==> config.mk <==
export PLATFORM = sky130hd
export DESIGN_NAME = sdram_slot_arbiter
export DESIGN_NICKNAME = d
export VERILOG_FILES = /design/src/rtl/sdram_arb_pkg.sv /design/src/rtl/sdram_arb_pick.sv /design/src/rtl/sdram_slot_arbiter.sv
export SDC_FILE = /design/constraint.sdc
export NUM_CORES = 1
export LEC_CHECK = 0
export CAP_MARGIN = 20
export CORE_UTILIZATION = 38
export DETAILED_ROUTE_END_ITERATION = 7
export PLACE_DENSITY = 0.86
export SLEW_MARGIN = 5
export SYNTH_ARGS = -nofsm -noshare
export SYNTH_HDL_FRONTEND = slang
export SYNTH_SLANG_ARGS = --single-unit
==> constraint.sdc <==
create_clock -name clk -period 2 [get_ports clk]
set_input_delay 0.4 -clock clk [delete_from_list [all_inputs] [get_ports clk]]
set_output_delay 0.4 -clock clk [all_outputs]
set_load 0.005 [all_outputs]
==> src/rtl/sdram_arb_pkg.sv <==
// ============================================================================
// Module      : sdram_arb_pkg
// Description : Shared types and constants for the SDRAM slot arbiter.
// Revision    : 1.0 - initial release
// ============================================================================
`default_nettype none

package sdram_arb_pkg;

    localparam int PORT_LOADER = 0;
    localparam int PORT_VIDEO  = 1;
    localparam int PORT_CPU    = 2;
    localparam int NPORTS      = 3;

    localparam int REQ_ADDR_W  = 20;
    localparam int REQ_DATA_W  = 16;

    typedef enum logic [0:0] {
        IDLE = 1'b0,
        BUSY = 1'b1
    } slot_state_t;

    typedef struct packed {
        logic                  we;
        logic [REQ_ADDR_W-1:0] addr;
        logic [REQ_DATA_W-1:0] wdata;
        logic [1:0]            ds;
    } req_t;

    function automatic logic [1:0] onehot_to_idx(input logic [NPORTS-1:0] oh);
        logic [1:0] idx;
        idx = 2'd0;
        if (oh[PORT_VIDEO]) idx = 2'd1;
        if (oh[PORT_CPU])   idx = 2'd2;
        return idx;
    endfunction

endpackage

`default_nettype wire

==> src/rtl/sdram_arb_pick.sv <==
// ============================================================================
// Module      : sdram_arb_pick
// Description : Combinational winner select. Port 0 always wins; ports 1/2
//               alternate when SDRAM_ARB_RR_EN is defined, else fixed 1 > 2.
// Revision    : 1.0 - initial release
// ============================================================================
`default_nettype none

module sdram_arb_pick
    import sdram_arb_pkg::*;
(
    input  logic [NPORTS-1:0] req,
    input  logic              ptr,
    output logic [NPORTS-1:0] grant,
    output logic              valid
);

`ifndef SDRAM_ARB_RR_EN
    logic w_unused_ptr;
    assign w_unused_ptr = ptr;
`endif

    always_comb begin
        grant = '0;
        if (req[PORT_LOADER]) begin
            grant[PORT_LOADER] = 1'b1;
`ifdef SDRAM_ARB_RR_EN
        end else if (req[PORT_VIDEO] && req[PORT_CPU]) begin
            // ptr = 0 favours video, ptr = 1 favours CPU
            if (ptr) grant[PORT_CPU]   = 1'b1;
            else     grant[PORT_VIDEO] = 1'b1;
`endif
        end else if (req[PORT_VIDEO]) begin
            grant[PORT_VIDEO] = 1'b1;
        end else if (req[PORT_CPU]) begin
            grant[PORT_CPU] = 1'b1;
        end
    end

    assign valid = |req;

endmodule

`default_nettype wire

==> src/rtl/sdram_slot_arbiter.sv <==
// ============================================================================
// Module      : sdram_slot_arbiter
// Description : Grants one of three requesters per SDRAM sync slot and routes
//               read data back. Optional macro: SDRAM_ARB_RR_EN.
// Revision    : 1.0 - initial release
// ============================================================================
`default_nettype none

module sdram_slot_arbiter
    import sdram_arb_pkg::*;
#(
    parameter int ADDR_W = 20,
    parameter int DATA_W = 16
) (
    input  logic              clk,
    input  logic              reset,
    input  logic              sync,
    input  logic              p0_req,
    input  logic              p0_we,
    input  logic [ADDR_W-1:0] p0_addr,
    input  logic [DATA_W-1:0] p0_wdata,
    input  logic [1:0]        p0_ds,
    output logic              p0_ack,
    output logic              p0_rvalid,
    input  logic              p1_req,
    input  logic              p1_we,
    input  logic [ADDR_W-1:0] p1_addr,
    input  logic [DATA_W-1:0] p1_wdata,
    input  logic [1:0]        p1_ds,
    output logic              p1_ack,
    output logic              p1_rvalid,
    input  logic              p2_req,
    input  logic              p2_we,
    input  logic [ADDR_W-1:0] p2_addr,
    input  logic [DATA_W-1:0] p2_wdata,
    input  logic [1:0]        p2_ds,
    output logic              p2_ack,
    output logic              p2_rvalid,
    output logic [DATA_W-1:0] rdata,
    output logic              ram_we,
    output logic              ram_oe,
    output logic [ADDR_W-1:0] ram_addr,
    output logic [DATA_W-1:0] ram_din,
    output logic [1:0]        ram_ds,
    input  logic [DATA_W-1:0] ram_dout
);

    req_t              w_req [NPORTS];
    req_t              w_sel;
    logic [NPORTS-1:0] w_req_bits;
    logic [NPORTS-1:0] w_grant;
    logic              w_valid;
    logic              w_ptr;

    slot_state_t       r_state;
    logic [1:0]        r_owner;
    logic              r_is_read;
    logic [NPORTS-1:0] r_ack;
    logic [NPORTS-1:0] r_rvalid;

    assign w_req[PORT_LOADER] = '{we: p0_we, addr: p0_addr, wdata: p0_wdata, ds: p0_ds};
    assign w_req[PORT_VIDEO]  = '{we: p1_we, addr: p1_addr, wdata: p1_wdata, ds: p1_ds};
    assign w_req[PORT_CPU]    = '{we: p2_we, addr: p2_addr, wdata: p2_wdata, ds: p2_ds};
    assign w_req_bits         = {p2_req, p1_req, p0_req};

`ifdef SDRAM_ARB_RR_EN
    logic r_ptr;
    assign w_ptr = r_ptr;
`else
    assign w_ptr = 1'b0;
`endif

    sdram_arb_pick u_pick (
        .req   (w_req_bits),
        .ptr   (w_ptr),
        .grant (w_grant),
        .valid (w_valid)
    );

    always_comb begin
        w_sel = '0;
        for (int i = 0; i < NPORTS; i++) begin
            if (w_grant[i]) w_sel = w_req[i];
        end
    end

    always_ff @(posedge clk) begin
        r_ack    <= '0;
        r_rvalid <= '0;
        if (reset) begin
            r_state   <= IDLE;
            r_owner   <= 2'd0;
            r_is_read <= 1'b0;
            ram_we    <= 1'b0;
            ram_oe    <= 1'b0;
            ram_addr  <= '0;
            ram_din   <= '0;
            ram_ds    <= 2'b00;
            rdata     <= '0;
`ifdef SDRAM_ARB_RR_EN
            r_ptr     <= 1'b0;
`endif
        end else if (sync) begin
            // Retiring the old slot and starting the new one are independent
            if (r_state == BUSY && r_is_read) begin
                rdata             <= ram_dout;
                r_rvalid[r_owner] <= 1'b1;
            end
            if (w_valid) begin
                r_state   <= BUSY;
                r_owner   <= onehot_to_idx(w_grant);
                r_is_read <= ~w_sel.we;
                r_ack     <= w_grant;
                ram_we    <= w_sel.we;
                ram_oe    <= ~w_sel.we;
                ram_addr  <= w_sel.addr;
                ram_din   <= w_sel.wdata;
                ram_ds    <= w_sel.ds;
`ifdef SDRAM_ARB_RR_EN
                if (w_grant[PORT_VIDEO]) r_ptr <= 1'b1;
                if (w_grant[PORT_CPU])   r_ptr <= 1'b0;
`endif
            end else begin
                r_state <= IDLE;
                ram_we  <= 1'b0;
                ram_oe  <= 1'b0;
            end
        end
    end

    assign p0_ack    = r_ack[PORT_LOADER];
    assign p1_ack    = r_ack[PORT_VIDEO];
    assign p2_ack    = r_ack[PORT_CPU];
    assign p0_rvalid = r_rvalid[PORT_LOADER];
    assign p1_rvalid = r_rvalid[PORT_VIDEO];
    assign p2_rvalid = r_rvalid[PORT_CPU];

endmodule

`default_nettype wire

### Word level (Yosys, flattened, before mapping)

Cells that the tools add are included.

* register bits: 66
* bits of input ports: 139
* output and inout port bits: 62
* word-level logic and storage cells: 39

* magnitude comparators: 2
* muxes and demuxes: 15
* bitwise logic cells: 4
* reductions and logical operators: 7

Operators with widths (number)
* $mux W39: 3
* $mux W1: 9
* $reduce_or A3 Y1: 3
* $mux W2: 2
* $not A1 Y1: 4
* $reduce_and A2 Y1: 2
* $lt A2 B3 Y1 const B: 1
* $demux W1 S2: 1
* $ge A2 B1 Y1 const B: 1
* $logic_and A1 B1 Y1: 2

### Longest topological paths before layout

* depth in word-level cells: 7
* mapped depth: 6

### Cells and area by module

From an unflattened synthesis, not the netlist that was laid out.

* cell total of the unflattened synthesis: 333
* area total of the unflattened synthesis: 2861.5 um^2

Modules (own cells, without submodules)
* sdram_slot_arbiter: times used 1, cells an instance 329, area each 2834.0 um^2, seq. area each 1321.3 um^2
* sdram_arb_pick: times used 1, cells an instance 4, area each 27.5 um^2, seq. area each 0.0 um^2

### Worst setup path after synthesis

No wires, ideal clock.

* path type: input port to flip-flop
* from: input port p1_req
* to: register ram_din[10]
* setup time: 0.117 ns
* arrival time: 1.388 ns
* path slack: 0.495 ns
* stages on the path: 6
* path buffers: 3
* cells stage by stage: buf_6 nor2b_1 buf_2 buf_6 a221o_1 a32o_1

* longest elaborated chain between the ends: 4
* elaborated cells between the ends (all ways): 7
* classes of those cells: mux (5); reduce/logical (2)

RTL lines
* start: declaration: RTL line sdram_slot_arbiter.sv:25 `input logic p1_req,`
* $mux W1: RTL line sdram_arb_pick.sv:33 `end else if (req[PORT_VIDEO]) begin`
* $mux W2: RTL line sdram_arb_pick.sv:25 `if (req[PORT_LOADER]) begin`
* $mux W39 (2 in series): RTL line sdram_slot_arbiter.sv:83 `if (w_grant[i]) w_sel = w_req[i];`
* end signal: assignment: RTL line sdram_slot_arbiter.sv:117 `ram_din <= w_sel.wdata;`
* end: declaration: RTL line sdram_slot_arbiter.sv:43 `output logic [DATA_W-1:0] ram_din,`

Several ways; a longest one is shown, not always the timed one.
A chain may end at the register's enable or synchronous reset.

### Worst setup path in the final report

* from: input port p2_req
* to: register ram_din[15]

* longest elaborated chain between the ends: 4
* elaborated cells between the ends (all ways): 6
* classes of those cells: mux (4); reduce/logical (2)

RTL lines
* start: declaration: RTL line sdram_slot_arbiter.sv:32 `input logic p2_req,`
* $mux W1: RTL line sdram_arb_pick.sv:35 `end else if (req[PORT_CPU]) begin`
* $mux W1: RTL line sdram_arb_pick.sv:33
* $mux W2: RTL line sdram_arb_pick.sv:25
* $mux W39: RTL line sdram_slot_arbiter.sv:83

Several ways; a longest one is shown, not always the timed one.

==> impl_metrics.py <==
metrics = {
    "placed_design": {
        "gp_congestion": 0.8178,
        "hpwl_mm": 6.967,
        "dpl-instance-area_um2": 5049,
        "io_buffers": 200,
    },
    "layout": {
        "n_antenna_cell": 0,
        "nets": 629,
        "area_growth_pct": 80.69,
        "final_cell_area_um2": 5270,
        "final_layout_size_suffix_gt1_frac": 0.08081,
        "layout_commonest_cell": "clkdlybuf4s50_1",
        "final_cell_mix": "clkdlybuf4s50_1 (198), dfxtp_1 (66), nand2b_1 (40)",
    },
    "timing": {
        "skew_ns": 0.005917,
        "rsz0062_at_grt": "false",
        "finalSetupViolCount": 0,
        "fmax_mhz": 519.7,
        "fin_hold_ws_ns": 0.4137,
        "finalCriticalPeriod_ns": 1.924,
        "final-hold-violation-count": 0,
        "worstMarginPinSlew_ns": 0.9662,
        "fin_crit_sh": 0.9622,
        "slew_violations": 0,
        "maxSlewHeadroom": 0.3530,
    },
    "setup_path": {
        "crit_required_ns": 2.27,
        "crit_path_max_fanout": 19,
        "r2r-end": "rdata[9]$_SDFFE_PP0P_",
        "start_kind": "input pin",
        "critPathLaunch": "p2_req",
        "worstPathArrival_ns": 2.19,
        "r2r_start": "r_state$_SDFFE_PP0P_",
        "critPathKind": "in -> reg",
        "endpoint_kind": "register",
        "reg2reg_depth": 4,
        "r2r_slack_ns": 0.95,
    },
    "synthesis": {
        "syn_area_per_cell_um2": 9.887,
        "synth_area_um2": 2917,
        "yosysWarnings": 0,
        "syn_inst": 295,
        "ys_seq_area_frac": 0.4530,
        "synth.top_cells.by_area": "dfxtp_1 (45%), a221o_1 (13%), a32o_1 (13%)",
        "synth.distinct_cells": 29,
        "synth-seq-cells": 66,
        "synth_fp_nets": 434,
        "yosys.area.top_type": "dfxtp_1",
        "synth_top_area_share": 0.4530,
    },
    "grt": {
        "grt_pass1_wl_mm": 13.88,
        "grt_pass1_vias": 2979,
        "grt_usage": 0.2265,
        "grt_max_degree": 48,
        "grt_antenna_before_repair": 0,
        "grt_overflow": 0,
    },
    "power": {
        "vdd_drop_max_mv": 0.3488,
        "p_leak_nw": 1.878,
        "power_density_nw_per_um2": 627.3,
    },
    "hold_path": {
        "hold_path_startpoint": "p0_req",
        "hold_depth": 3,
        "holdPathEnd": "r_is_read$_SDFFE_PP0P_",
        "min_path_type": "in -> reg",
    },
    "clock_network": {
        "tritoncts": "built",
        "clock-sinks": 66,
        "htreeDepth": 3,
        "numCtsBuffers": 9,
        "post_cts_resized": 0,
        "clk_latency_ns": 0.32,
        "hold_buffers": 0,
        "clk_path_buf_depth": 2,
        "post-cts-setup-buffers": 0,
        "path_clk_slew_ns": 0.07,
        "clockRootBuffer": "clkbuf_8",
    },
    "route": {
        "routed_wl_mm": 9.755,
        "post_drt_via_cell_ratio": 5.431,
        "ant_nets": 0,
        "first_iter_violations": 141,
        "vias": 3226,
        "drc": 0,
        "firstDrtPassIters": 4,
        "wire_per_inst_um": 16.42,
    },
    "die": {
        "pin_count": 201,
        "dieWidth_um": 89.61,
        "initial_utilization": 0.3978,
        "core_um2": 7331,
        "rows": 31,
        "die_y_um": 89.61,
        "fp.dieArea_um2": 8029,
    },
    "flow_run": {
        "maxCapViolations": 0,
    },
    "outcome": {
        "status": "completed",
    },
}
-- report_power, final --
part	switching [mW]	total (mW)	internal, mW	leakage [nW]
clock network	0.508	1.16	0.650	0.110
logic	0.240	0.726	0.487	1.23
registers	0.0367	1.42	1.38	0.540
total	0.784	3.31	2.52	1.88
-- cells in the mapped netlist --
cell	count
a22o_1	1
a221o_1	39
a211oi_1	1
a21oi_1	18
clkbuf_1	18
a2bb2oi_1	1
nand2b_1	40
nand3_1	1
a32oi_1	1
and3_1	1
nor3_1	2
nor4_1	1
inv_1	1
nor3b_1	2
a311oi_1	1
buf_2	8
a21oi_2	1
o21a_1	1
nor2b_1	2
or3_4	1
buf_1	2
buf_6	5
dfxtp_1	66
nand2_1	32
nor3_2	1
a32o_1	38
o21ai_0	1
nor2_1	6
nor4b_1	3
-- critical path: stages --
cell and delay, ns:
clkdlybuf4s50_1 0.54, nor2b_2 0.81, a221o_1 0.26, a32o_1 0.16
-- area by class of cell --
cell class / count / area [um2]
Clock buffer: 11 / 151.4
Tap cell: 99 / 123.9
Sequential cell: 66 / 1321
Timing Repair Buffer: 216 / 2162
Multi-Input combinational cell: 196 / 1446
Fill cell: 521 / 2061
Clock inverter: 5 / 61.31
Inverter: 1 / 3.754
-- layer usage --
layer | part of all wire | up-vias | GRT usage
li1 | - | 1533 | -
met1 | 0.38 | 1534 | 0.2538
met2 | 0.52 | 142 | 0.4091
met3 | 0.074 | 17 | 0.05393
met4 | 0.022 | 0 | 0.09668
met5 | 0 | - | 0
-- per-stage QoR --
stage / utilization / cells / worst slack (ns) / TNS (ns) / power [mW]
after global routing: 0.7189 / 594 / 0.04136 / 0 / 3.462
after detailed placement: 0.6887 / 577 / -0.2509 / -8.103 / 2.174
final: 0.7189 / 594 / 0.07564 / 0 / 3.306
after global placement: 0.6887 / 577 / -0.2263 / -6.730 / 2.158
after CTS: 0.7177 / 593 / 0.09408 / 0 / 3.336
after floorplan: - / 295 / 0.4947 / 0 / 1.700
-- how the worst max path moves through the flow --
| stage | endpoint | cells past startpoint |
|---|---|---|
| finish | ram_din[15]$_SDFFE_PP0P_ | 4 |
| global route | ram_addr[4]$_SDFFE_PP0P_ | 4 |
| CTS | r_is_read$_SDFFE_PP0P_ | 4 |
| detailed placement | r_is_read$_SDFFE_PP0P_ | 4 |
| global placement | r_is_read$_SDFFE_PP0P_ | 4 |
| floorplan | ram_din[10]$_SDFFE_PP0P_ | 6 |
-- registers in the layout, summed over array words and instances, names as in the netlist --
signal,flops
r_state,1
ram_ds,2
ram_din,16
r_owner,2
r_is_read,1
ram_addr,20
r_rvalid,3
ram_oe,1
r_ack,3
ram_we,1
rdata,16
-- logic make-up (layout without fill, tap and decap cells) --
logic type / Yosys count / in the layout / share of synthesized area
buffers and inverters: 34 / 233 / 0.06006
DFF: 66 / 66 / 0.4530
AOI/OAI and AO/OA: 103 / 103 / 0.3170
and+or+nand+nor: 92 / 93 / 0.1699
No activity file was read; power rests on OpenSTA's default activity.
